===== config.mk =====
export PLATFORM = sky130hd
export DESIGN_NAME = writeback_stage
export DESIGN_NICKNAME = d
export VERILOG_FILES = /design/src/rtl/writeback_stage.sv
export SDC_FILE = /design/constraint.sdc
export NUM_CORES = 1
export LEC_CHECK = 0
export ABC_AREA = 1
export BUFFER_PORTS_ARGS = -buffer_cell sky130_fd_sc_hd__buf_2
export CORE_ASPECT_RATIO = 0.7
export CORE_UTILIZATION = 50
export DETAILED_ROUTE_END_ITERATION = 10
export PLACE_DENSITY = 0.85
export REMOVE_ABC_BUFFERS = 1
export SYNTH_ARGS = -nofsm -noshare
export SYNTH_HDL_FRONTEND = slang
export SYNTH_SLANG_ARGS = --single-unit

===== constraint.sdc =====
create_clock -name clk -period 3.66 [get_ports clk]
set_input_delay 0.732 -clock clk [delete_from_list [all_inputs] [get_ports clk]]
set_output_delay 0.732 -clock clk [all_outputs]
set_load 0.005 [all_outputs]

===== src/rtl/writeback_stage.sv =====
// MEM/WB stage: latches retiring instructions, waits out load responses, formats load data
// and drives the register-file write port plus an identical forwarding bus.
module writeback_stage #(
  parameter int DATA_W       = 32,
  parameter int ADDR_W       = 5,
  parameter int LOAD_TIMEOUT = 255
) (
  input  logic              clk,
  input  logic              rst,
  input  logic              in_valid,
  output logic              in_ready,
  input  logic              in_reg_write,
  input  logic [ADDR_W-1:0] in_rd,
  input  logic [1:0]        in_wb_sel,
  input  logic [DATA_W-1:0] in_alu_result,
  input  logic [DATA_W-1:0] in_pc_plus4,
  input  logic [2:0]        in_load_funct3,
  input  logic [1:0]        in_addr_lo,
  input  logic              mem_rsp_valid,
  input  logic [DATA_W-1:0] mem_rsp_data,
  output logic              reg_write_en,
  output logic [ADDR_W-1:0] destination_reg,
  output logic [DATA_W-1:0] write_data,
  output logic              fwd_valid,
  output logic [ADDR_W-1:0] fwd_rd,
  output logic [DATA_W-1:0] fwd_data,
  output logic              stall,
  output logic              load_timeout_err
);

  localparam int CNT_W = (LOAD_TIMEOUT < 1) ? 1 : $clog2(LOAD_TIMEOUT + 1);
  localparam logic [CNT_W-1:0] TIMEOUT_LAST = CNT_W'(LOAD_TIMEOUT - 1);

  typedef enum logic [1:0] {
    EMPTY    = 2'd0,
    COMMIT   = 2'd1,
    WAIT_RSP = 2'd2
  } state_t;

  state_t            state_q;
  logic              reg_write_q;
  logic [ADDR_W-1:0] rd_q;
  logic [DATA_W-1:0] data_q;
  logic [2:0]        funct3_q;
  logic [1:0]        addr_lo_q;
  logic [CNT_W-1:0]  cnt_q;
  logic              err_q;

  logic              accept;
  logic              load_wait;
  logic [DATA_W-1:0] result_d;
  logic [DATA_W-1:0] load_data_d;
  logic [CNT_W-1:0]  cnt_d;
  logic [7:0]        byte_lane;
  logic [15:0]       half_lane;

  assign in_ready  = (state_q != WAIT_RSP);
  assign stall     = (state_q == WAIT_RSP);
  assign accept    = in_valid && in_ready;
  // A load that does not write rd never needs the response, so it commits immediately.
  assign load_wait = (in_wb_sel == 2'b01) && in_reg_write;
  assign result_d  = (in_wb_sel == 2'b10) ? in_pc_plus4 : in_alu_result;
  assign cnt_d     = cnt_q + CNT_W'(1);

  always_comb begin
    byte_lane = mem_rsp_data[7:0];
    case (addr_lo_q)
      2'd1:    byte_lane = mem_rsp_data[15:8];
      2'd2:    byte_lane = mem_rsp_data[23:16];
      2'd3:    byte_lane = mem_rsp_data[31:24];
      default: byte_lane = mem_rsp_data[7:0];
    endcase
    half_lane = addr_lo_q[1] ? mem_rsp_data[31:16] : mem_rsp_data[15:0];
  end

  always_comb begin
    load_data_d = mem_rsp_data;
    case (funct3_q)
      3'b000:  load_data_d = {{(DATA_W-8){byte_lane[7]}}, byte_lane};
      3'b001:  load_data_d = {{(DATA_W-16){half_lane[15]}}, half_lane};
      3'b100:  load_data_d = {{(DATA_W-8){1'b0}}, byte_lane};
      3'b101:  load_data_d = {{(DATA_W-16){1'b0}}, half_lane};
      default: load_data_d = mem_rsp_data;
    endcase
  end

  always_ff @(posedge clk or posedge rst) begin
    if (rst) begin
      state_q     <= EMPTY;
      reg_write_q <= 1'b0;
      rd_q        <= '0;
      data_q      <= '0;
      funct3_q    <= '0;
      addr_lo_q   <= '0;
      cnt_q       <= '0;
      err_q       <= 1'b0;
    end else begin
      unique case (state_q)
        EMPTY, COMMIT: begin
          if (accept) begin
            reg_write_q <= in_reg_write;
            rd_q        <= in_rd;
            funct3_q    <= in_load_funct3;
            addr_lo_q   <= in_addr_lo;
            cnt_q       <= '0;
            if (load_wait) begin
              state_q <= WAIT_RSP;
            end else begin
              data_q  <= result_d;
              state_q <= COMMIT;
            end
          end else begin
            state_q <= EMPTY;
          end
        end
        WAIT_RSP: begin
          // Response is checked first so it wins over a coincident timeout.
          if (mem_rsp_valid) begin
            data_q  <= load_data_d;
            state_q <= COMMIT;
          end else if (cnt_q >= TIMEOUT_LAST) begin
            err_q   <= 1'b1;
            state_q <= EMPTY;
          end else begin
            cnt_q <= cnt_d;
          end
        end
        default: state_q <= EMPTY;
      endcase
    end
  end

  assign reg_write_en     = (state_q == COMMIT) && reg_write_q && (rd_q != '0);
  assign destination_reg  = rd_q;
  assign write_data       = data_q;
  assign load_timeout_err = err_q;

  assign fwd_valid = reg_write_en;
  assign fwd_rd    = destination_reg;
  assign fwd_data  = write_data;

endmodule


; Word level (Yosys, flattened, before mapping)
; Index checks and enable logic that the tools add are counted.
[op_classes]
order_cmp = 1
reduce_logical = 13
add_sub_neg = 1
muxes = 17
bitwise_logic = 1
eq_ne = 17
[op_table]
columns = operator, count
row1 = $mux 32, 4
row2 = $pmux 32 s4, 1
row3 = $pmux 32 s2, 1
row4 = $mux 8, 3
row5 = $pmux 8 s3, 1
row6 = $mux 16, 1
row7 = $pmux 8 s2, 1
row8 = $ne 2x2->1 const B, 6
row9 = $add 8x1->8 const B, 1
row10 = $eq 2x2->1 const B, 4
row11 = $ge 8x8->1 const B, 1
row12 = $mux 2, 4
row13 = $reduce_and 4->1, 2
row14 = $eq 2x1->1 const B, 3
row15 = $eq 3x3->1 const B, 2
row16 = $reduce_bool 5->1, 1
row17 = $logic_and 1x1->1, 4
row18 = $pmux 2 s2, 1
row19 = $eq 3x1->1 const B, 1
row20 = $logic_not 3->1, 1
row21 = $ne 3x2->1 const B, 1
row22 = $reduce_and 3->1, 1
row23 = $logic_not 2->1, 1
row24 = $reduce_and 2->1, 1
row25 = other kinds (3), 3
[totals]
register_bits = 54
out_inout_bits = 79
wordCells = 58
in_bits = 113

; Longest topological paths before layout
[depth]
ltp_word = 5
depth_mapped = 10

; Worst setup path after synthesis
; No wires, ideal clock.
[synth_path]
path_type = register -> output
startpoint = register rd_q[4], in the netlist destination_reg[4]
endpoint = output reg_write_en
t_arrival_ps = 892
stages_incl_launch_ff = 6
setup_slack_ps = 2036
n_path_buf = 1
cell_sequence = dfrtp_1 > nor3_1 > nand3_1 > nand4_1 > inv_1 > buf_4
[synth_between]
elab_chain_cells = 2
[synth_lines]
columns = item, line_no
row1 = from (decl), 42  ; logic [ADDR_W-1:0] rd_q;
row2 = from (signal assigned), 102  ; rd_q <= in_rd;
row3 = $reduce_bool 5->1, 133  ; assign reg_write_en = (state_q == COMMIT) && reg_write_q && (rd_q != '0);
row4 = $logic_and 1x1->1, 133
row5 = to (decl), 21  ; output logic reg_write_en,
; No other way between the ends.

; Worst setup path in the final report
[layout_path]
startpoint = register state_q[0]
endpoint = register data_q[4], in the netlist fwd_data[4]
[layout_between]
elab_chain_cells = 4
word_cells_on_any_way = 12
[layout_lines]
columns = item, line_no
row1 = from (decl), 40  ; state_t state_q;
row2 = from (signal assigned), 89  ; state_q <= EMPTY;
row3 = from (signal assigned), 107  ; state_q <= WAIT_RSP;
row4 = from (signal assigned), 110  ; state_q <= COMMIT;
row5 = $eq 2x1->1 (tied with other cells), 98  ; unique case (state_q)
row6 = $reduce_or 2->1 or $logic_and 1x1->1 (tied branches), "98, 59"
row7 = $ne 2x2->1 (no source line) or $reduce_bool 2->1 (tied branches), n/a
row8 = $reduce_and 4->1 (no source line), n/a
row9 = to (signal assigned), 109  ; data_q <= result_d;
row10 = to (signal assigned), 119  ; data_q <= load_data_d;
row11 = to (decl), 43  ; logic [DATA_W-1:0] data_q;
; Parallel ways exist; a longest one is shown, timed or not.
; A chain may end at the register's enable or synchronous reset.

==> out/results.tsv <==
metric	value	unit
status	finished clean	
crit path max fanout	47	
CTS Root Cell	clkbuf_16	
DRC	0	
Hold Path Depth	1	
Final Slew Violations	0	
WP data required	3.84	ns
largest stage delay on the critical path	0.64	ns
P_sw	578	uW
Core ar.	0.00787	mm2
Die Y	77.4	um
DP HPWL	8440	um
worst-skew pair later-pin latency	0.29	ns
synthesis-to-finish area growth	18.3	%
CP Capture Type	flip-flop	
DR iter-0 viols	281	
Worst-Margin Slew	1.08	ns
total CTS buffers	5	
Final ANT Viol Nets	0	
Routed WL	11400	um
RR Endpoint	fwd_data[4]	
CP max stage cell	nand2_2	
placed inst area	0.00466	mm2
Synth Instances	586	
switching share of power	32.9	%
setup bufs post-CTS	0	
Reg2Reg Depth	7	
wire length of the first global-routing pass	18000	um
skew final	0.00546	ns
Comb pwr share	29.3	%
Fill cells	777	
end point of the worst hold path	load_timeout_err	
Pint	1.18	mW
CP Launch Type	flip-flop	
die area	0.00849	mm2
Die X	110	um
Routability Congestion	0.833	
Worst Slack Setup Final	1.30	ns
Reg2Reg Launch Point	state_q[0]	
relative slew slack	27.7	%
vias in the first global route	3871	
number of buffers inserted by hold repair at cts	0	
Tot Pwr	1.76	mW
EDFF count, synth	0	
largest net degree at the start of global routing	48	
max reg flops	32	
Fmax achieved	0.425	GHz
Clk pin slew, worst setup/hold paths	0.07	ns
Initial Util	51.6	%
Seq cells post-synth	54	
crit share post-route	64.4	%
CTS sink count	54	
Setup CP Type	reg2reg	
RSZ-0062 raised after global routing	false	
CP most frequent cell	nand2_1	
crit path DAT	2.53	ns
synthesized area	0.00406	mm2
share of synthesized registers carrying an async set or reset	100	%
Max Root-Sink Buffers	2	
total track usage	27.1	%
post-route design area	0.00480	mm2
Hold Startpoint	load_timeout_err	
CTS H-tree lvls	2	
1st-pass router iterations	5	
Seq pwr share	43.1	%
initial antenna violation count	0	
row count	27	
routed vias/inst	5.15	
crit-path cells	nor2_2 > buf_4 > nand2_1 > nand2_2 > inv_2 > nand2_1 > nand2_1	
Fin. Hold Viols	0	
Resized cells post-CTS	0	
Power Density	366	mW/mm2
sequential area share after synthesis	33.3	%
Final Util	61.0	%
CTS tree	yes	
Clk pwr share	27.7	%
Netlist cell types	35	
Ys Warns	0	
layout cells sized above 1	34.6	%
TNS Setup	0	ns
Hold WC Path Type	reg2reg	
number of buffers added on ports	191	
setup violators final	0	
Final min period	2.36	ns
nets@finish	834	
syn_area_per_cell	6.93	um2
static leakage	2.66	nW
top_reg_cell synth	dfrtp_1	
via count	4228	
average wire per standard cell	13.9	um
worst vdd ir	0.207	mV
Ant. Diodes	0	
max_cap viols	0	
I/O Pins	192	
grt ovf	0	
worst slack, placed	1.27	ns
R2R setup slack	1.30	ns
-- power by group through the flow --
stage,clock (mW),sequential (mW),combinational [mW]
after floorplan,0,0.769,0.239
after global placement,0,0.760,0.503
after detailed placement,0,0.764,0.516
after CTS,0.489,0.755,0.517
after global routing,0.518,0.768,0.582
final,0.486,0.756,0.514
-- worst max-delay path: cells and delay by family (launching register included) --
kind / cells / cell delay (ns)
simple gates: 5 / 1.12
buf+inv: 2 / 0.70
flops: 1 / 0.39
-- cells by family (layout without fill, tap and decap cells) --
kind of cell    count (synthesis)  count (layout)  share of synthesized area, %
fa+ha+maj                       2               2                         0.616
flops                          54              54                          33.3
compound gates                115             115                          17.0
mux                             5               5                          1.39
xor+xnor                        2               2                         0.431
buf+inv                       120             254                          17.3
simple gates                  288             288                          30.0
-- stage by stage --
step / instances / hold WS [ns]
6_report: 821 / 0.469
5_1_grt: 821 / 0.485
2_1_floorplan: 519 / 0.466
4_1_cts: 821 / 0.471
3_5_place_dp: 813 / 0.455
3_3_place_gp: 813 / 0.456
-- cell usage in the layout, fill, tap and decap left out, types with 3 or more instances in the layout --
master	n
o21bai_2	10
a21oi_1	39
inv_1	43
o21ai_1	8
nand2_2	5
nand2_4	3
o21ai_0	40
nand3_2	4
mux2_2	5
nand2_1	186
clkbuf_16	5
o211ai_1	3
nor3_1	3
dfrtp_1	54
o21ai_2	4
nor2_1	44
buf_2	191
inv_2	10
o21bai_1	6
nand3_1	35
-- Yosys cell counts (all sizes together) (3+ instances only) --
master | count | area, um2
nand2 | 194 | 763
nor3 | 3 | 15.0
buf | 64 | 492
nor2 | 46 | 183
o21bai | 16 | 158
a21oi | 40 | 204
dfrtp | 54 | 1350
nand3 | 39 | 215
clkbuf | 3 | 11.3
mux2 | 5 | 56.3
o211ai | 3 | 22.5
o21ai | 52 | 275
inv | 53 | 199
-- worst max path at each step --
stage | from | end | slack [ns] | cells after the start
finish | state_q[0] | fwd_data[4] | 1.30 | 7
floorplan | state_q[0] | in_ready | 1.39 | 2
global placement | in_wb_sel[1] | fwd_data[4] | 1.35 | 8
detailed placement | in_wb_sel[1] | fwd_data[4] | 1.27 | 8
global route | state_q[0] | fwd_data[4] | 1.06 | 7
CTS | state_q[0] | fwd_data[4] | 1.28 | 7
-- layer usage --
metal	wire length (um)	vias up	track usage, %
li1	-	2084	-
met5	0	-	0
met4	183	0	6.13
met2	5280	185	44.8
met3	809	21	3.95
met1	5170	1938	37.5
-- layout make-up --
| class | count | area (um2) | area share (%) |
|---|---|---|---|
| sequential | 54 | 1350 | 28.1 |
| multi-input combinational | 412 | 2010 | 41.8 |
| clock buffer | 7 | 143 | 2.97 |
| inverter | 53 | 199 | 4.14 |
| clock inverter | 1 | 5.00 | 0.104 |
| tap | 101 | 126 | 2.63 |
| timing repair buffer | 193 | 971 | 20.2 |
No activity file was read; power rests on OpenSTA's default activity.
